--- config.mk ---
export PLATFORM = sky130hd
export DESIGN_NAME = led_index_seq_flat
export DESIGN_NICKNAME = d
export VERILOG_FILES = /design/src/rtl/led_seq_pkg.sv /design/src/rtl/led_index_seq_if.sv /design/src/rtl/btn_debounce.sv /design/src/rtl/led_index_seq.sv /design/src/flat_wrapper.sv
export SDC_FILE = /design/constraint.sdc
export NUM_CORES = 1
export LEC_CHECK = 0
export CORE_MARGIN = 3
export CORE_UTILIZATION = 45
export CTS_CLUSTER_SIZE = 14
export DETAILED_ROUTE_END_ITERATION = 10
export SYNTH_ARGS = -nofsm -noshare
export SYNTH_HDL_FRONTEND = slang
export SYNTH_SLANG_ARGS = --single-unit
--- constraint.sdc ---
create_clock -name clk -period 3.5 [get_ports clk]
set_clock_uncertainty 0.1 [all_clocks]
set_input_delay 1.05 -clock clk [delete_from_list [all_inputs] [get_ports clk]]
set_output_delay 1.05 -clock clk [all_outputs]
set_load 0.005 [all_outputs]
--- src/rtl/led_seq_pkg.sv ---
// Shared types and constants for the LED index sequencer.
package led_seq_pkg;

    localparam int unsigned IDX_W = 3;

    typedef logic [IDX_W-1:0] idx_t;

    localparam idx_t IDX_MAX = IDX_W'(7);

    typedef enum logic {
        STOP = 1'b0,
        RUN  = 1'b1
    } state_t;

    // One position up or down, wrapping modulo 8.
    function automatic idx_t idx_step(input idx_t cur, input logic down);
        return down ? (cur - IDX_W'(1)) : (cur + IDX_W'(1));
    endfunction

endpackage

--- src/rtl/led_index_seq_if.sv ---
// Button/level inputs and LED index outputs of the sequencer.
interface led_index_seq_if;
    import led_seq_pkg::*;

    logic       run_btn;
    logic       step_btn;
    logic       dir;
    logic       bounce;
    idx_t       idx;
    logic       running;
    logic       tick;

    modport master (
        output run_btn, step_btn, dir, bounce,
        input  idx, running, tick
    );

    modport slave (
        input  run_btn, step_btn, dir, bounce,
        output idx, running, tick
    );

endinterface

--- src/rtl/btn_debounce.sv ---
// Raw push button -> 2-flop sync -> stability counter -> registered rising-edge pulse.
module btn_debounce #(
    parameter int unsigned DEB = 50_000
) (
    input  logic clk,
    input  logic rst_n,
    input  logic raw,
    output logic level,
    output logic press
);

    localparam int unsigned CNT_W = (DEB > 1) ? $clog2(DEB) : 1;

    logic             r_sync1;
    logic             r_sync2;
    logic             r_level;
    logic             r_level_q;
    logic             r_press;
    logic [CNT_W-1:0] r_cnt;

    logic w_diff;
    logic w_done;

    assign w_diff = r_sync2 ^ r_level;
    assign w_done = (r_cnt == CNT_W'(DEB - 1));

    // Level follows the synchronized input only after DEB consecutive differing cycles.
    always_ff @(posedge clk or negedge rst_n) begin
        if (!rst_n) begin
            r_sync1   <= 1'b0;
            r_sync2   <= 1'b0;
            r_level   <= 1'b0;
            r_level_q <= 1'b0;
            r_press   <= 1'b0;
            r_cnt     <= '0;
        end else begin
            r_sync1   <= raw;
            r_sync2   <= r_sync1;
            r_level_q <= r_level;
            r_press   <= r_level & ~r_level_q;
            if (!w_diff) begin
                r_cnt <= '0;
            end else if (w_done) begin
                r_cnt   <= '0;
                r_level <= r_sync2;
            end else begin
                r_cnt <= r_cnt + CNT_W'(1);
            end
        end
    end

    assign level = r_level;
    assign press = r_press;

endmodule

--- src/rtl/led_index_seq.sv ---
// LED position sequencer: debounced run/step buttons, prescaled auto-step,
// wrap-around or ping-pong index feeding the 3-to-8 LED decoder.
module led_index_seq
    import led_seq_pkg::*;
#(
    parameter int unsigned DIV = 12_000_000,
    parameter int unsigned DEB = 50_000
) (
    input  logic            clk,
    input  logic            rst_n,
    led_index_seq_if.slave  bus
);

    localparam int unsigned PRE_W = $clog2(DIV);

    logic w_run_press;
    logic w_step_press;
    logic w_run_level;
    logic w_step_level;
    logic w_unused_levels;

    btn_debounce #(.DEB(DEB)) u_run_deb (
        .clk   (clk),
        .rst_n (rst_n),
        .raw   (bus.run_btn),
        .level (w_run_level),
        .press (w_run_press)
    );

    btn_debounce #(.DEB(DEB)) u_step_deb (
        .clk   (clk),
        .rst_n (rst_n),
        .raw   (bus.step_btn),
        .level (w_step_level),
        .press (w_step_press)
    );

    assign w_unused_levels = w_run_level ^ w_step_level;

    state_t           r_state;
    logic [PRE_W-1:0] r_pre;
    idx_t             r_idx;
    logic             r_bdir;
    logic             r_running;
    logic             r_tick;
    logic             r_dir_s1;
    logic             r_dir_s2;
    logic             r_bnc_s1;
    logic             r_bnc_s2;
    logic             r_bnc_q;

    state_t           w_state_nxt;
    logic [PRE_W-1:0] w_pre_nxt;
    idx_t             w_idx_nxt;
    idx_t             w_idx_step;
    logic             w_bdir_nxt;
    logic             w_bdir_eff;
    logic             w_bnc_rise;
    logic             w_down;
    logic             w_wrap;
    logic             w_adv;

    // Next state, prescaler and advance decision; a run press always wins.
    always_comb begin
        w_state_nxt = r_state;
        w_pre_nxt   = r_pre;
        w_adv       = 1'b0;
        w_wrap      = (r_pre == PRE_W'(DIV - 1));
        case (r_state)
            STOP: begin
                if (w_run_press) begin
                    w_state_nxt = RUN;
                    w_pre_nxt   = '0;
                end else if (w_step_press) begin
                    w_adv = 1'b1;
                end
            end
            RUN: begin
                if (w_run_press) begin
                    w_state_nxt = STOP;
                end else begin
                    w_pre_nxt = w_wrap ? '0 : (r_pre + PRE_W'(1));
                    w_adv     = w_wrap;
                end
            end
        endcase
    end

    // Direction select; in ping-pong mode the ends force the turn-around.
    always_comb begin
        w_bnc_rise = r_bnc_s2 & ~r_bnc_q;
        w_bdir_eff = w_bnc_rise ? r_dir_s2 : r_bdir;
        if (r_bnc_s2) begin
            w_down = (r_idx == IDX_MAX) | (w_bdir_eff & (r_idx != '0));
        end else begin
            w_down = r_dir_s2;
        end
        w_idx_step = idx_step(r_idx, w_down);
        w_idx_nxt  = w_adv ? w_idx_step : r_idx;
        w_bdir_nxt = w_bdir_eff;
        if (w_adv && r_bnc_s2) begin
            if (w_idx_step == IDX_MAX) begin
                w_bdir_nxt = 1'b1;
            end else if (w_idx_step == '0) begin
                w_bdir_nxt = 1'b0;
            end else begin
                w_bdir_nxt = w_down;
            end
        end
    end

    always_ff @(posedge clk or negedge rst_n) begin
        if (!rst_n) begin
            r_state   <= STOP;
            r_pre     <= '0;
            r_idx     <= '0;
            r_bdir    <= 1'b0;
            r_running <= 1'b0;
            r_tick    <= 1'b0;
            r_dir_s1  <= 1'b0;
            r_dir_s2  <= 1'b0;
            r_bnc_s1  <= 1'b0;
            r_bnc_s2  <= 1'b0;
            r_bnc_q   <= 1'b0;
        end else begin
            r_state   <= w_state_nxt;
            r_pre     <= w_pre_nxt;
            r_idx     <= w_idx_nxt;
            r_bdir    <= w_bdir_nxt;
            r_running <= (w_state_nxt == RUN);
            r_tick    <= w_adv;
            r_dir_s1  <= bus.dir;
            r_dir_s2  <= r_dir_s1;
            r_bnc_s1  <= bus.bounce;
            r_bnc_s2  <= r_bnc_s1;
            r_bnc_q   <= r_bnc_s2;
        end
    end

    assign bus.idx     = r_idx;
    assign bus.running = r_running;
    assign bus.tick    = r_tick;

endmodule

--- src/flat_wrapper.sv ---
// flat-port wrapper written by rule: the top's interface ports become plain ports
module led_index_seq_flat import led_seq_pkg::*;
#(
    parameter int unsigned DIV = 12_000_000,
    parameter int unsigned DEB = 50_000
)
  (clk, rst_n, bus_run_btn, bus_step_btn, bus_dir, bus_bounce, bus_idx, bus_running, bus_tick);
  led_index_seq_if bus_i ();
  input  logic clk;
  input  logic rst_n;
  input wire logic [$bits(bus_i.run_btn)-1:0] bus_run_btn;
  input wire logic [$bits(bus_i.step_btn)-1:0] bus_step_btn;
  input wire logic [$bits(bus_i.dir)-1:0] bus_dir;
  input wire logic [$bits(bus_i.bounce)-1:0] bus_bounce;
  output wire logic [$bits(bus_i.idx)-1:0] bus_idx;
  output wire logic [$bits(bus_i.running)-1:0] bus_running;
  output wire logic [$bits(bus_i.tick)-1:0] bus_tick;
  assign bus_i.run_btn = bus_run_btn;
  assign bus_i.step_btn = bus_step_btn;
  assign bus_i.dir = bus_dir;
  assign bus_i.bounce = bus_bounce;
  assign bus_idx = bus_i.idx;
  assign bus_running = bus_i.running;
  assign bus_tick = bus_i.tick;
  led_index_seq #(.DIV(DIV), .DEB(DEB)) u_core (.clk(clk), .rst_n(rst_n), .bus(bus_i));
endmodule
==> results.sh, run 1 <==
export IMPL_fin_crit_sh=0.811
export IMPL_die_h_um=98.6
export IMPL_holdWs_ns=0.252
export IMPL_p_per_area_nw_per_um2=389
export IMPL_area_delta_synth_final_pct=10.4
export IMPL_num_fill_cells=753
export IMPL_critPathLaunchType="flop"
export IMPL_grt_pass1_vias=2773
export IMPL_drc=0
export IMPL_status="finished, final reports clean"
export IMPL_synth_ff_type="dfrtp_1"
export IMPL_p_switching_mw=0.384
export IMPL_setup_viol=0
export IMPL_drv_slew=0
export IMPL_vias=2820
export IMPL_cts_tree="yes"
export IMPL_critPathRequiredTime_ns=3.63
export IMPL_clock_power_share=0.420
export IMPL_end_kind="flop"
export IMPL_yosys_warnings=0
export IMPL_fmax_ghz=0.352
export IMPL_drt_initial_drc_count=91
export IMPL_netlist_area_um2=3850
export IMPL_start_util=0.467
export IMPL_die_area_um2=9710
export IMPL_antenna_left=0
export IMPL_rows=33
export IMPL_rsz0062_at_grt="no"
export IMPL_numCtsBuffers=9
export IMPL_core_area_um2=8260
export IMPL_antenna_found_initial=0
export IMPL_synth_compound_area_frac=0.112
export IMPL_cts_max_path_buffers=2
export IMPL_synth_nets=404
export IMPL_clock_sinks=77
export IMPL_synth_fa_ha_area_frac=0.0247
export IMPL_vdd_drop_max_uv=291
export IMPL_ys_async_sr_fraction=1.00
export IMPL_htreeDepth=3
export IMPL_worstPathArrival_ns=2.97
export IMPL_synth_cell_types=52
export IMPL_grt_max_degree=78
export IMPL_synth_simple_area_share=0.239
export IMPL_synth_top_cell_by_area="dfrtp_1"
export IMPL_grt_pass1_wl_um=13000
export IMPL_critPathKind="flop to flop"
export IMPL_ctsRootBufferMaster="clkbuf_8"
export IMPL_post_route_min_period_ns=2.84
export IMPL_synth_seq_cells=77
export IMPL_hold_path_class="flop to flop"
export IMPL_fp_dieW_um=98.6
export IMPL_multiInputGateArea_um2=1850
export IMPL_seq_power_share=0.550
export IMPL_place_gp_congestion=0.747
export IMPL_area_sequential_um2=1930
export IMPL_drive_gt1_frac=0.0764
export IMPL_drt_wl_total_um=7380
export IMPL_final_hold_viol_count=0
export IMPL_syn_inst=391
export IMPL_yosysTopAreaCellShare=0.500
export IMPL_cts_resized=0
export IMPL_switching_share=0.232
export IMPL_num_antenna_cells=0
export IMPL_yosys_top_cells_area="dfrtp_1 (50%), xor2_1 (6.1%), nor2_1 (4.6%), nand2_1 (4.3%), xnor2_1 (3.0%)"
export IMPL_worst_pin_slew_ns=0.964
export IMPL_clkSlewWorstSetupHoldPaths_ns=0.08
export IMPL_relSlewSlack=0.357
export IMPL_hold_buffers=0
export IMPL_insertion_delay_ns=0.35
export IMPL_io_buffers=10
export IMPL_synthXorXnorAreaFrac=0.0909
export IMPL_synth_mux_area_fraction=0.0123
export IMPL_ys_seq_area_frac=0.500
export IMPL_critPathMaxFanout=6
export IMPL_p_int_mw=1.27
export IMPL_pwr_share_comb=0.029
export IMPL_synth_top_family_by_area="simple AND/OR/NAND/NOR gates"
export IMPL_synth_edf_count=0
export IMPL_cts_setup_buffers=0
export IMPL_synth_area_per_cell_um2=9.86
export IMPL_wl_per_cell_um=14.4
export IMPL_grt_usage=0.162
export IMPL_ios=11
export IMPL_dp_hpwl_um=4810
export IMPL_p_leak_nw=1.90
export IMPL_cap_violations=0
export IMPL_fin_tns_setup_ns=0
export IMPL_drtPass1Iterations=4
export IMPL_vias_per_cell=5.52
export IMPL_final_nets=414
export IMPL_grt_overflow=0
[cells in the mapped netlist (3+ instances only)]
| cell type | number |
|---|---|
| nand2b_1 | 4 |
| xor2_1 | 27 |
| o211ai_1 | 4 |
| and3_1 | 13 |
| nand3_1 | 17 |
| nand2_1 | 44 |
| o31ai_1 | 3 |
| dfrtp_1 | 77 |
| ha_1 | 6 |
| o21ai_0 | 7 |
| a21oi_1 | 16 |
| o31a_1 | 5 |
| or3_1 | 3 |
| and2_1 | 6 |
| nor4b_1 | 3 |
| a31oi_1 | 3 |
| a21o_1 | 3 |
| and4_1 | 4 |
| nor3_1 | 12 |
| clkbuf_1 | 12 |
| o22ai_1 | 6 |
| nand4_1 | 14 |
| nor2_1 | 47 |
| xnor2_1 | 13 |
| inv_1 | 9 |
[power by group through the flow]
stage | clock, mW | combinational (mW) | sequential, mW
final | 0.695 | 0.0483 | 0.910
after global routing | 0.756 | 0.0558 | 0.912
after CTS | 0.722 | 0.0508 | 0.910
after detailed placement | 0 | 0.0500 | 0.928
after global placement | 0 | 0.0486 | 0.927
after floorplan | 0 | 0.0213 | 0.926
[area by class of cell]
| class | count | area share |
|---|---|---|
| multi-input cells | 292 | 0.434 |
| repair buffers | 12 | 0.0265 |
| clock inverters | 6 | 0.0162 |
| clock buffers | 10 | 0.0323 |
| flip-flops and latches | 77 | 0.453 |
| inverters | 9 | 0.00794 |
| well taps | 105 | 0.0309 |
[cells by family (layout without fill, tap and decap cells)]
family / after synthesis / in the layout
xor+xnor: 40 / 40
mux: 4 / 4
flops: 77 / 77
compound gates: 62 / 62
fa+ha+maj: 7 / 7
buf+inv: 22 / 37
simple gates: 179 / 179
[placed cells by master (no fill, tap or decap), types with 4 or more instances in the layout]
cell,Yosys,final
nor2_1,47,47
and3_1,13,13
ha_1,6,6
o21ai_0,7,7
and2_1,6,6
o31a_1,5,5
xor2_1,27,27
nand4_1,14,14
and4_1,4,4
a21oi_1,16,16
o22ai_1,6,6
nor3_1,12,12
nand2b_1,4,4
clkbuf_8,0,10
clkdlybuf4s50_1,0,9
o211ai_1,4,4
dfrtp_1,77,77
inv_1,9,9
xnor2_1,13,13
nand3_1,17,17
nand2_1,44,44
[path summary, 6_finish.rpt]
check	from	end	slack, ns	depth (start not counted)
worst max-delay path	u_core.r_bnc_s2	u_core.bus.idx[2]	0.66	8
worst min-delay path	u_core.r_dir_s1	u_core.r_dir_s2	0.25	0
worst max register to register	u_core.r_bnc_s2	u_core.bus.idx[2]	0.66	8
worst min register to register	u_core.r_dir_s1	u_core.r_dir_s2	0.25	0
max in group asynchronous	rst_n	u_core.u_step_deb.r_cnt[10]	1.93	1
min in group asynchronous	rst_n	u_core.r_pre[17]	0.75	1
[worst max-delay path: stages, from the launching register on]
cell	delay (ns)
dfrtp_1	0.44
and3b_1	0.20
a221oi_1	0.47
nor3_1	0.10
a21o_1	0.21
fa_1	0.45
a2111o_1	0.36
a32o_1	0.27
xnor2_1	0.12
[through the flow]
step | std cells | area (µm²) | worst slack (ns) | util | power, mW
final | 511 | 4260 | 0.661 | 0.515 | 1.65
after global placement | 495 | 4050 | 0.824 | 0.490 | 0.976
after global routing | 511 | 4260 | 0.483 | 0.515 | 1.72
after detailed placement | 495 | 4050 | 0.711 | 0.490 | 0.978
after CTS | 511 | 4260 | 0.687 | 0.515 | 1.68
after floorplan | 391 | 3850 | 0.927 | - | 0.947
[flip-flops by register name (all words and copies together), names as in the netlist, 3 cells and up]
signal and cells:
u_core.r_pre 24, u_core.u_run_deb.r_cnt 16, u_core.u_step_deb.r_cnt 16, u_core.bus.idx 3
[routing by layer]
metal	vias to the layer above	routed length, µm	GRT usage
met5	-	0	0
met1	1384	3580	0.221
met4	0	85	0.0483
met3	7	189	0.0396
met2	28	3530	0.256
li1	1401	-	-
Note: power is estimated with default switching activity, not from simulation.
==> run 2, diff against run 1 <==
==> constraint.sdc (replaced) <==
create_clock -name clk -period 2.8 [get_ports clk]
set_clock_uncertainty 0.1 [all_clocks]
set_input_delay 0.84 -clock clk [delete_from_list [all_inputs] [get_ports clk]]
set_output_delay 0.84 -clock clk [all_outputs]
set_load 0.005 [all_outputs]
==> run 2 against run 1 <==
Combinational power is 37% higher. Register-to-register slack got worse by 0.48 ns. Setup slack lost 0.48 ns. Largest power group unchanged. Non-clock buffer count is 9 higher.
==> results.sh, run 2 (synthesis results as in run 1) <==
export IMPL_final_nets=423
export IMPL_clkSlewWorstSetupHoldPaths_ns=0.08
export IMPL_stdcell_area_um2=4290
export IMPL_largest_reg_flops=24
export IMPL_hold_buffers=0
export IMPL_dp_hpwl_um=5030
export IMPL_crit_path_top_delay_cell="dfrtp_1"
export IMPL_antenna_found_initial=0
export IMPL_path_buf_inv=0
export IMPL_area_delta_synth_final_pct=11.3
export IMPL_mostFrequentLayoutCells="dfrtp_1 (77), nor2_1 (47), nand2_1 (44), xor2_1 (27), nand3_1 (17)"
export IMPL_r2r_slack_ns=0.18
export IMPL_ctsRootBufferMaster="clkbuf_8"
export IMPL_cap_violations=0
export IMPL_cts_resized=0
export IMPL_status="finished, final reports clean"
export IMPL_final_hold_viol_count=0
export IMPL_rsz0062_at_grt="no"
export IMPL_wl_per_cell_um=14.1
export IMPL_critPathLaunchType="flop"
export IMPL_numCtsBuffers=9
export IMPL_fin_tns_setup_ns=0
export IMPL_cp_endpoint="u_core.bus.idx[2]"
export IMPL_reg_top3="u_core.r_pre (24), u_core.u_run_deb.r_cnt (16), u_core.u_step_deb.r_cnt (16)"
export IMPL_placedCellCount=503
export IMPL_min_from="u_core.r_dir_s1"
export IMPL_critPathKind="flop to flop"
export IMPL_htreeDepth=3
export IMPL_drtPass1Iterations=4
export IMPL_vias=2861
export IMPL_num_antenna_cells=0
export IMPL_p_per_area_nw_per_um2=456
export IMPL_ios=11
export IMPL_end_kind="flop"
export IMPL_drv_slew=0
export IMPL_drive_gt1_frac=0.0964
export IMPL_hold_path_class="flop to flop"
export IMPL_die_area_um2=9710
export IMPL_vias_per_cell=5.50
export IMPL_fin_crit_sh=0.937
export IMPL_worst_pin_slew_ns=0.637
export IMPL_worstPathArrival_ns=2.75
export IMPL_final_common_cell="dfrtp_1"
export IMPL_worstPathCellList="nor4b_1 -> a211o_1 -> nor3_1 -> a21o_1 -> fa_1 -> a2111o_1 -> a32o_1 -> xnor2_1"
export IMPL_regMostFlops="u_core.r_pre"
export IMPL_place_gp_congestion=0.839
export IMPL_grt_pass1_wl_um=13300
export IMPL_cts_tree="yes"
export IMPL_core_area_um2=8260
export IMPL_rr_endpoint="u_core.bus.idx[2]"
export IMPL_max_stage_delay_ns=0.46
export IMPL_drt_wl_total_um=7330
export IMPL_fp_dieW_um=98.6
export IMPL_fin_util=0.520
export IMPL_io_buffers=10
export IMPL_drt_initial_drc_count=79
export IMPL_r2r_start="u_core.bus.idx[1]"
export IMPL_cp_top_family="compound AO/OA/AOI/OAI gates"
export IMPL_die_h_um=98.6
export IMPL_antenna_left=0
export IMPL_insertion_delay_ns=0.34
export IMPL_path_depth=8
export IMPL_drc=0
export IMPL_fmax_ghz=0.381
export IMPL_fin_cells=520
export IMPL_cts_max_path_buffers=2
export IMPL_rr_worst_depth=8
export IMPL_relSlewSlack=0.573
export IMPL_grt_overflow=0
export IMPL_post_route_min_period_ns=2.62
export IMPL_vdd_drop_max_uv=357
export IMPL_critPathRequiredTime_ns=2.93
export IMPL_start_util=0.467
export IMPL_critPathMaxFanout=7
export IMPL_holdWs_ns=0.251
export IMPL_grt_pass1_vias=2848
export IMPL_grt_usage=0.166
export IMPL_p_leak_nw=1.93
export IMPL_crit_start="u_core.bus.idx[1]"
export IMPL_rows=33
export IMPL_setup_viol=0
export IMPL_clock_sinks=77
export IMPL_grt_max_degree=37
export IMPL_placed_area_um2=4110
-- run 2: what timing repair did --
item	4_1_cts	5_1_grt
endpoints found under the setup margin	0	1
endpoints found under the hold margin	0	0
setup buffers	0	1
-- run 2: worst min-delay path by stage --
stage,end,slack (ns),depth (start not counted)
after floorplan,u_core.r_bnc_s2,0.23,0
after global placement,u_core.u_step_deb.r_sync2,0.23,0
after detailed placement,u_core.r_dir_s2,0.24,0
after CTS,u_core.r_bnc_s2,0.26,0
after global routing,u_core.u_step_deb.r_sync2,0.27,0
final,u_core.r_dir_s2,0.25,0
-- run 2: worst reg2reg max path, stage by stage (launching register included) --
cell and delay, ns:
dfrtp_1 0.46, nor4b_1 0.33, a211o_1 0.18, nor3_1 0.05, a21o_1 0.19, fa_1 0.45
a2111o_1 0.36, a32o_1 0.27, xnor2_1 0.12
-- run 2: layout make-up --
type	count	area (µm²)
Fill cell	744	3970
Inverter	9	33.8
Clock inverter	7	48.8
Clock buffer	9	124
Sequential cell	77	1930
Multi-Input combinational cell	292	1850
Timing Repair Buffer	21	180
Tap cell	105	131
-- run 2: metrics by stage --
step                      setup slack, ns  total power, mW
final                               0.176             1.96
after detailed placement            0.141             1.23
after global placement              0.176             1.23
after global routing               0.0596             2.05
after CTS                           0.103             1.99
after floorplan                     0.227             1.18
-- run 2: where the power goes --
group / internal (mW) / switching [mW]
sequential: 1.13 / 0.0118
combinational: 0.0238 / 0.0425
clock: 0.325 / 0.427
-- run 2: routing by layer --
| layer | GRT usage | share of wire |
|---|---|---|
| met4 | 0.0515 | 0.0070 |
| met3 | 0.0425 | 0.027 |
| met1 | 0.231 | 0.50 |
| met2 | 0.255 | 0.47 |
| met5 | 0 | 0 |
==> variant 1: new RTL, config.mk and constraints of run 1 <==
`DIV` is set to 12_000_000 in 2 places; all go to 24_000_000.
--- a/src/rtl/led_index_seq.sv
+++ b/src/rtl/led_index_seq.sv
@@ -3,7 +3,7 @@
 module led_index_seq
     import led_seq_pkg::*;
 #(
-    parameter int unsigned DIV = 12_000_000,
+    parameter int unsigned DIV = 24_000_000,
     parameter int unsigned DEB = 50_000
 ) (
     input  logic            clk,
--- a/src/flat_wrapper.sv
+++ b/src/flat_wrapper.sv
@@ -1,7 +1,7 @@
 // flat-port wrapper written by rule: the top's interface ports become plain ports
 module led_index_seq_flat import led_seq_pkg::*;
 #(
-    parameter int unsigned DIV = 12_000_000,
+    parameter int unsigned DIV = 24_000_000,
     parameter int unsigned DEB = 50_000
 )
   (clk, rst_n, bus_run_btn, bus_step_btn, bus_dir, bus_bounce, bus_idx, bus_running, bus_tick);
Behaviour: no difference found for any inputs over 10 cycles, from zero or initial values and one cycle with rst_n low; that may be too few to reach the edited logic, so the function may still have changed.
==> variant 1 against run 1 <==
- cell area up 0.97%
- setup slack better by 0.053 ns
- critical path type is now reg2out
- total power up 5.0%
- core utilization up 0.24 points
- area after synthesis up 0.94%
- sequential cell count up 1
- worst hold slack about the same
- wire length down 1.4%
==> variant 1: results (changes against run 1) <==
stage;metric;value;unit;change
run_status;status;completed;;unchanged
synthesis;Post-Synth XOR/XNOR Area;10.5;%;was 9.09%
layout;largest registers;u_core.r_pre: 25 flops, u_core.u_run_deb.r_cnt: 16 flops, u_core.u_step_deb.r_cnt: 16 flops;;was u_core.r_pre: 24 flops, u_core.u_run_deb.r_cnt: 16 flops, u_core.u_step_deb.r_cnt: 16 flops
grt;first-pass GRT wire length;12600;um;was 13,000 um
synthesis;Seq/Total Area, Yosys;50.2;%;was 50.0%
worst_hold_path;Worst Hold Launch;u_core.u_run_deb.r_sync1;;was u_core.r_dir_s1
setup_path;Register-to-Register Setup Slack;1.13;ns;was 0.66 ns
grt;GR Layer Usage met1;22.7;%;was 22.1%
detailed_routing;Routed met3 length;323;um;was 189 um
sta;slew margin rel.;26.9;%;was 35.7%
placed_design;placed cell areas;4080;um2;was 4050 um2
grt;met2 Use GR;23.8;%;was 25.6%
grt;global-route track usage on met3;2.97;%;was 3.96%
placed_design;Placed Cells;492;;was 495
worst_hold_path;Hold EP;u_core.u_run_deb.r_sync2;;was u_core.r_dir_s2
synthesis;adder-cell share of the synthesized area;2.44;%;was 2.47%
detailed_routing;via count;2804;;was 2,820
setup_path;reg2reg start;u_core.r_state;;was u_core.r_bnc_s2
layout;Nets;411;;was 414
layout;share of layout cells above drive strength 1;6.72;%;was 7.64%
synthesis;Distinct cells, synth;55;;was 52
setup_path;CP max stage cell;dfrtp_1;;was a221oi_1
placed_design;DP HPWL;4730;um;was 4810 um
setup_path;worst r2r path cells;5;;was 8
placed_design;gpl congestion;0.841;;was 0.747
grt;vias in the first global route;2629;;was 2,773
grt;GRT Util Overall;15.9;%;was 16.2%
setup_path;Critical Path Max Stage Delay;0.69;ns;was 0.47 ns
layout;fillers;730;;was 753
detailed_routing;met2 WL;3250;um;was 3530 um
setup_path;CP Max Fanout;15;;was 6
synthesis;largest cells by area after synthesis;dfrtp_1 50%, xor2_1 6.8%, nor2_1 5.4%;;was dfrtp_1 50%, xor2_1 6.1%, nor2_1 4.6%
detailed_routing;final WL;7270;um;was 7380 um
sta;Hold WS;0.252;ns;about the same
setup_path;Crit path max-delay family;flip-flops;;was compound AO/OA/AOI/OAI gates
synthesis;Synth Area in Compound Gates;8.20;%;was 11.2%
synthesis;syn nets;400;;was 404
grt;largest net degree at the start of global routing;79;;was 78
layout;Final Non-Filler Cells;507;;was 511
setup_path;data arrival time of the worst path;1.64;ns;was 2.97 ns
synthesis;most common library cells after synthesis;78 x dfrtp_1, 56 x nor2_1, 37 x nand2_1;;was 77 x dfrtp_1, 47 x nor2_1, 44 x nand2_1
power;Worst VDD drop;0.263;mV;was 0.291 mV
setup_path;crit path launch;u_core.r_state;;was u_core.r_bnc_s2
variant 1: cell types whose count changed in the layout (fill, tap and decap cells not counted), sizes merged, moves of 4 or more:
cell | run 1 | this run
o21ai | 7 | 11
nand2 | 44 | 37
a21oi | 16 | 9
nor2 | 47 | 56
o22ai | 6 | 2
nand4 | 15 | 20
variant 1: where the power goes:
part           switching (mW)  leakage [nW]  internal (mW)
Combinational          0.0334         0.691         0.0197
Sequential            0.00884          1.06          0.913
Clock                   0.324         0.109          0.437
Total                   0.366          1.86           1.37
variant 1: final cells by class:
cell class	count	area share [%]
flip-flops and latches	78	45.4
multi-input cells	289	43.2
repair buffers	10	2.27
clock inverters	3	1.57
clock buffers	12	3.61
well taps	105	3.06
inverters	10	0.873
variant 1: worst max path at each step:
stage	endpoint	slack (ns)	cells after the start
floorplan	u_core.bus.idx[2]	1.39	6
global placement	bus_running	1.10	1
detailed placement	bus_running	1.09	1
CTS	bus_running	0.71	1
global route	bus_running	0.63	1
finish	bus_running	0.71	1
==> variant 2: new RTL, config.mk and constraints of run 1 <==
Without the edit above. Reset style: synchronous (`rst_n`), changed in 2 clocked blocks.
--- a/src/rtl/btn_debounce.sv
+++ b/src/rtl/btn_debounce.sv
@@ -25,7 +25,7 @@
     assign w_done = (r_cnt == CNT_W'(DEB - 1));
 
     // Level follows the synchronized input only after DEB consecutive differing cycles.
-    always_ff @(posedge clk or negedge rst_n) begin
+    always_ff @(posedge clk) begin
         if (!rst_n) begin
             r_sync1   <= 1'b0;
             r_sync2   <= 1'b0;
--- a/src/rtl/led_index_seq.sv
+++ b/src/rtl/led_index_seq.sv
@@ -109,7 +109,7 @@
         end
     end
 
-    always_ff @(posedge clk or negedge rst_n) begin
+    always_ff @(posedge clk) begin
         if (!rst_n) begin
             r_state   <= STOP;
             r_pre     <= '0;
Formal check against the unedited RTL: same outputs for any inputs over 10 cycles, from zero or initial values and one cycle with rst_n low; that may be too few to reach the edited logic, so the function may still have changed.
==> variant 2 against run 1 <==
- area after synthesis fell by 6.7%
- non-clock buffer count is 1 higher
- cell area fell by 7.2%
- worst hold slack better by 0.032 ns
- count of clock-buffer cells in the layout decreased by 1
- global-route usage up 0.82 points
- sequential cell count did not move
- wire length decreased by 3.9%
- total power decreased by 8.7%
- final cell count increased by 3.1%
- sequential power decreased by 2.7%
- setup slack improved by 0.17 ns
==> variant 2: results (changes against run 1) <==
stage;metric;value;unit;change
run_status;status;completed;;unchanged
synthesis;Synth Area in Compound Gates;13.1;%;was 11.2%
detailed_routing;final WL;7090;um;was 7380 um
setup_path;Register-to-Register Setup Slack;0.87;ns;was 0.66 ns
synthesis;synthesized instance count;414;;was 391
synthesis;async set or reset register ratio after synthesis;0;%;was 100%
detailed_routing;initial drt markers;117;;was 91
layout;non-clock buffer count;13;;was 12
layout;inverter count;12;;was 9
layout;Nets;437;;was 414
layout;clkbuf count;9;;was 10
placed_design;gpl congestion;0.783;;was 0.747
grt;global-route track usage on met3;3.55;%;was 3.96%
grt;GRT Util Overall;17.0;%;was 16.2%
setup_path;r2r endpoint;u_core.bus.idx[2];;unchanged
setup_path;Crit path max-delay family;buffers and inverters;;was compound AO/OA/AOI/OAI gates
detailed_routing;via count;2877;;was 2,820
layout;multi-input gate count;311;;was 292
power;Worst VDD drop;0.156;mV;was 0.291 mV
synthesis;largest cells by area after synthesis;dfxtp_1 43%, nor2_1 5.9%, xor2_1 4.9%;;was dfrtp_1 50%, xor2_1 6.1%, nor2_1 4.6%
grt;GR Layer Usage met1;23.2;%;was 22.1%
sta;Hold WS;0.284;ns;was 0.252 ns
placed_design;dpl ws;0.783;ns;was 0.711 ns
placed_design;Placed Cells;512;;was 495
setup_path;reg2reg start;u_core.r_bnc_s2;;unchanged
setup_path;worst r2r path cells;9;;was 8
clock_tree;CTS root buf;clkbuf_8;;unchanged
worst_hold_path;Cells on Worst Hold Path;1;;was 0
sta;final worst slack;0.835;ns;was 0.661 ns
layout;share of layout cells above drive strength 1;6.54;%;was 7.64%
grt;initial antenna violation count;0;;unchanged
synthesis;Distinct cells, synth;56;;was 52
layout;Storage cell area;1540;um2;was 1930 um2
synthesis;syn nets;427;;was 404
detailed_routing;DR vias/cell;5.46;;was 5.52
detailed_routing;met2 WL;3110;um;was 3530 um
layout;clk cell area share;4.31;%;was 4.85%
placed_design;placed cell areas;3780;um2;was 4050 um2
power;PwrDens;382;nW/um2;was 389 nW/um2
synthesis;Seq/Total Area, Yosys;42.9;%;was 50.0%
setup_path;Critical Path Max Stage Delay;0.59;ns;was 0.47 ns
grt;largest net degree at the start of global routing;25;;was 78
power;Leakage;1.40;nW;was 1.90 nW
setup_path;CP Max Fanout;13;;was 6
grt;first-pass GRT wire length;12100;um;was 13,000 um
synthesis;most common library cells after synthesis;77 x dfxtp_1, 57 x nor2_1, 37 x nand2_1;;was 77 x dfrtp_1, 47 x nor2_1, 44 x nand2_1
layout;fillers;714;;was 753
grt;met2 Use GR;25.9;%;was 25.6%
synthesis;mux contribution to synthesized area;1.70;%;was 1.23%
sta;Slew @ Worst Pin;0.736;ns;was 0.964 ns
grt;vias in the first global route;2607;;was 2,773
worst_hold_path;Hold EP;u_core.u_step_deb.press;;was u_core.r_dir_s2
## variant 2: worst max path at each step
stage                  startpoint           endpoint  cells after the start
4_1_cts        u_core.bus.running        bus_running                      1
2_1_floorplan      u_core.r_bnc_q  u_core.bus.idx[2]                      9
3_5_place_dp                rst_n   u_core.r_pre[14]                      6
5_1_grt           u_core.r_bnc_s2  u_core.bus.idx[2]                      9
6_report       u_core.bus.running        bus_running                      1
3_3_place_gp                rst_n   u_core.r_pre[14]                      6
## variant 2: cell families (layout without fill, tap and decap cells)
logic type | count (synthesis) | count (layout)
multiplexers | 6 | 6
flip-flops | 77 | 77
buffers and inverters | 26 | 40
adder cells (fa/ha/maj) | 7 | 7
AO/OA/AOI/OAI | 67 | 67
AND/OR/NAND/NOR | 196 | 196
XOR/XNOR | 35 | 35
## variant 2: power by group
group	internal [mW]	leakage, nW	switching (mW)	total, mW
Combinational	0.0134	0.695	0.0180	0.0314
Clock	0.258	0.0821	0.336	0.594
Sequential	0.881	0.622	0.00411	0.885
Total	1.15	1.40	0.358	1.51
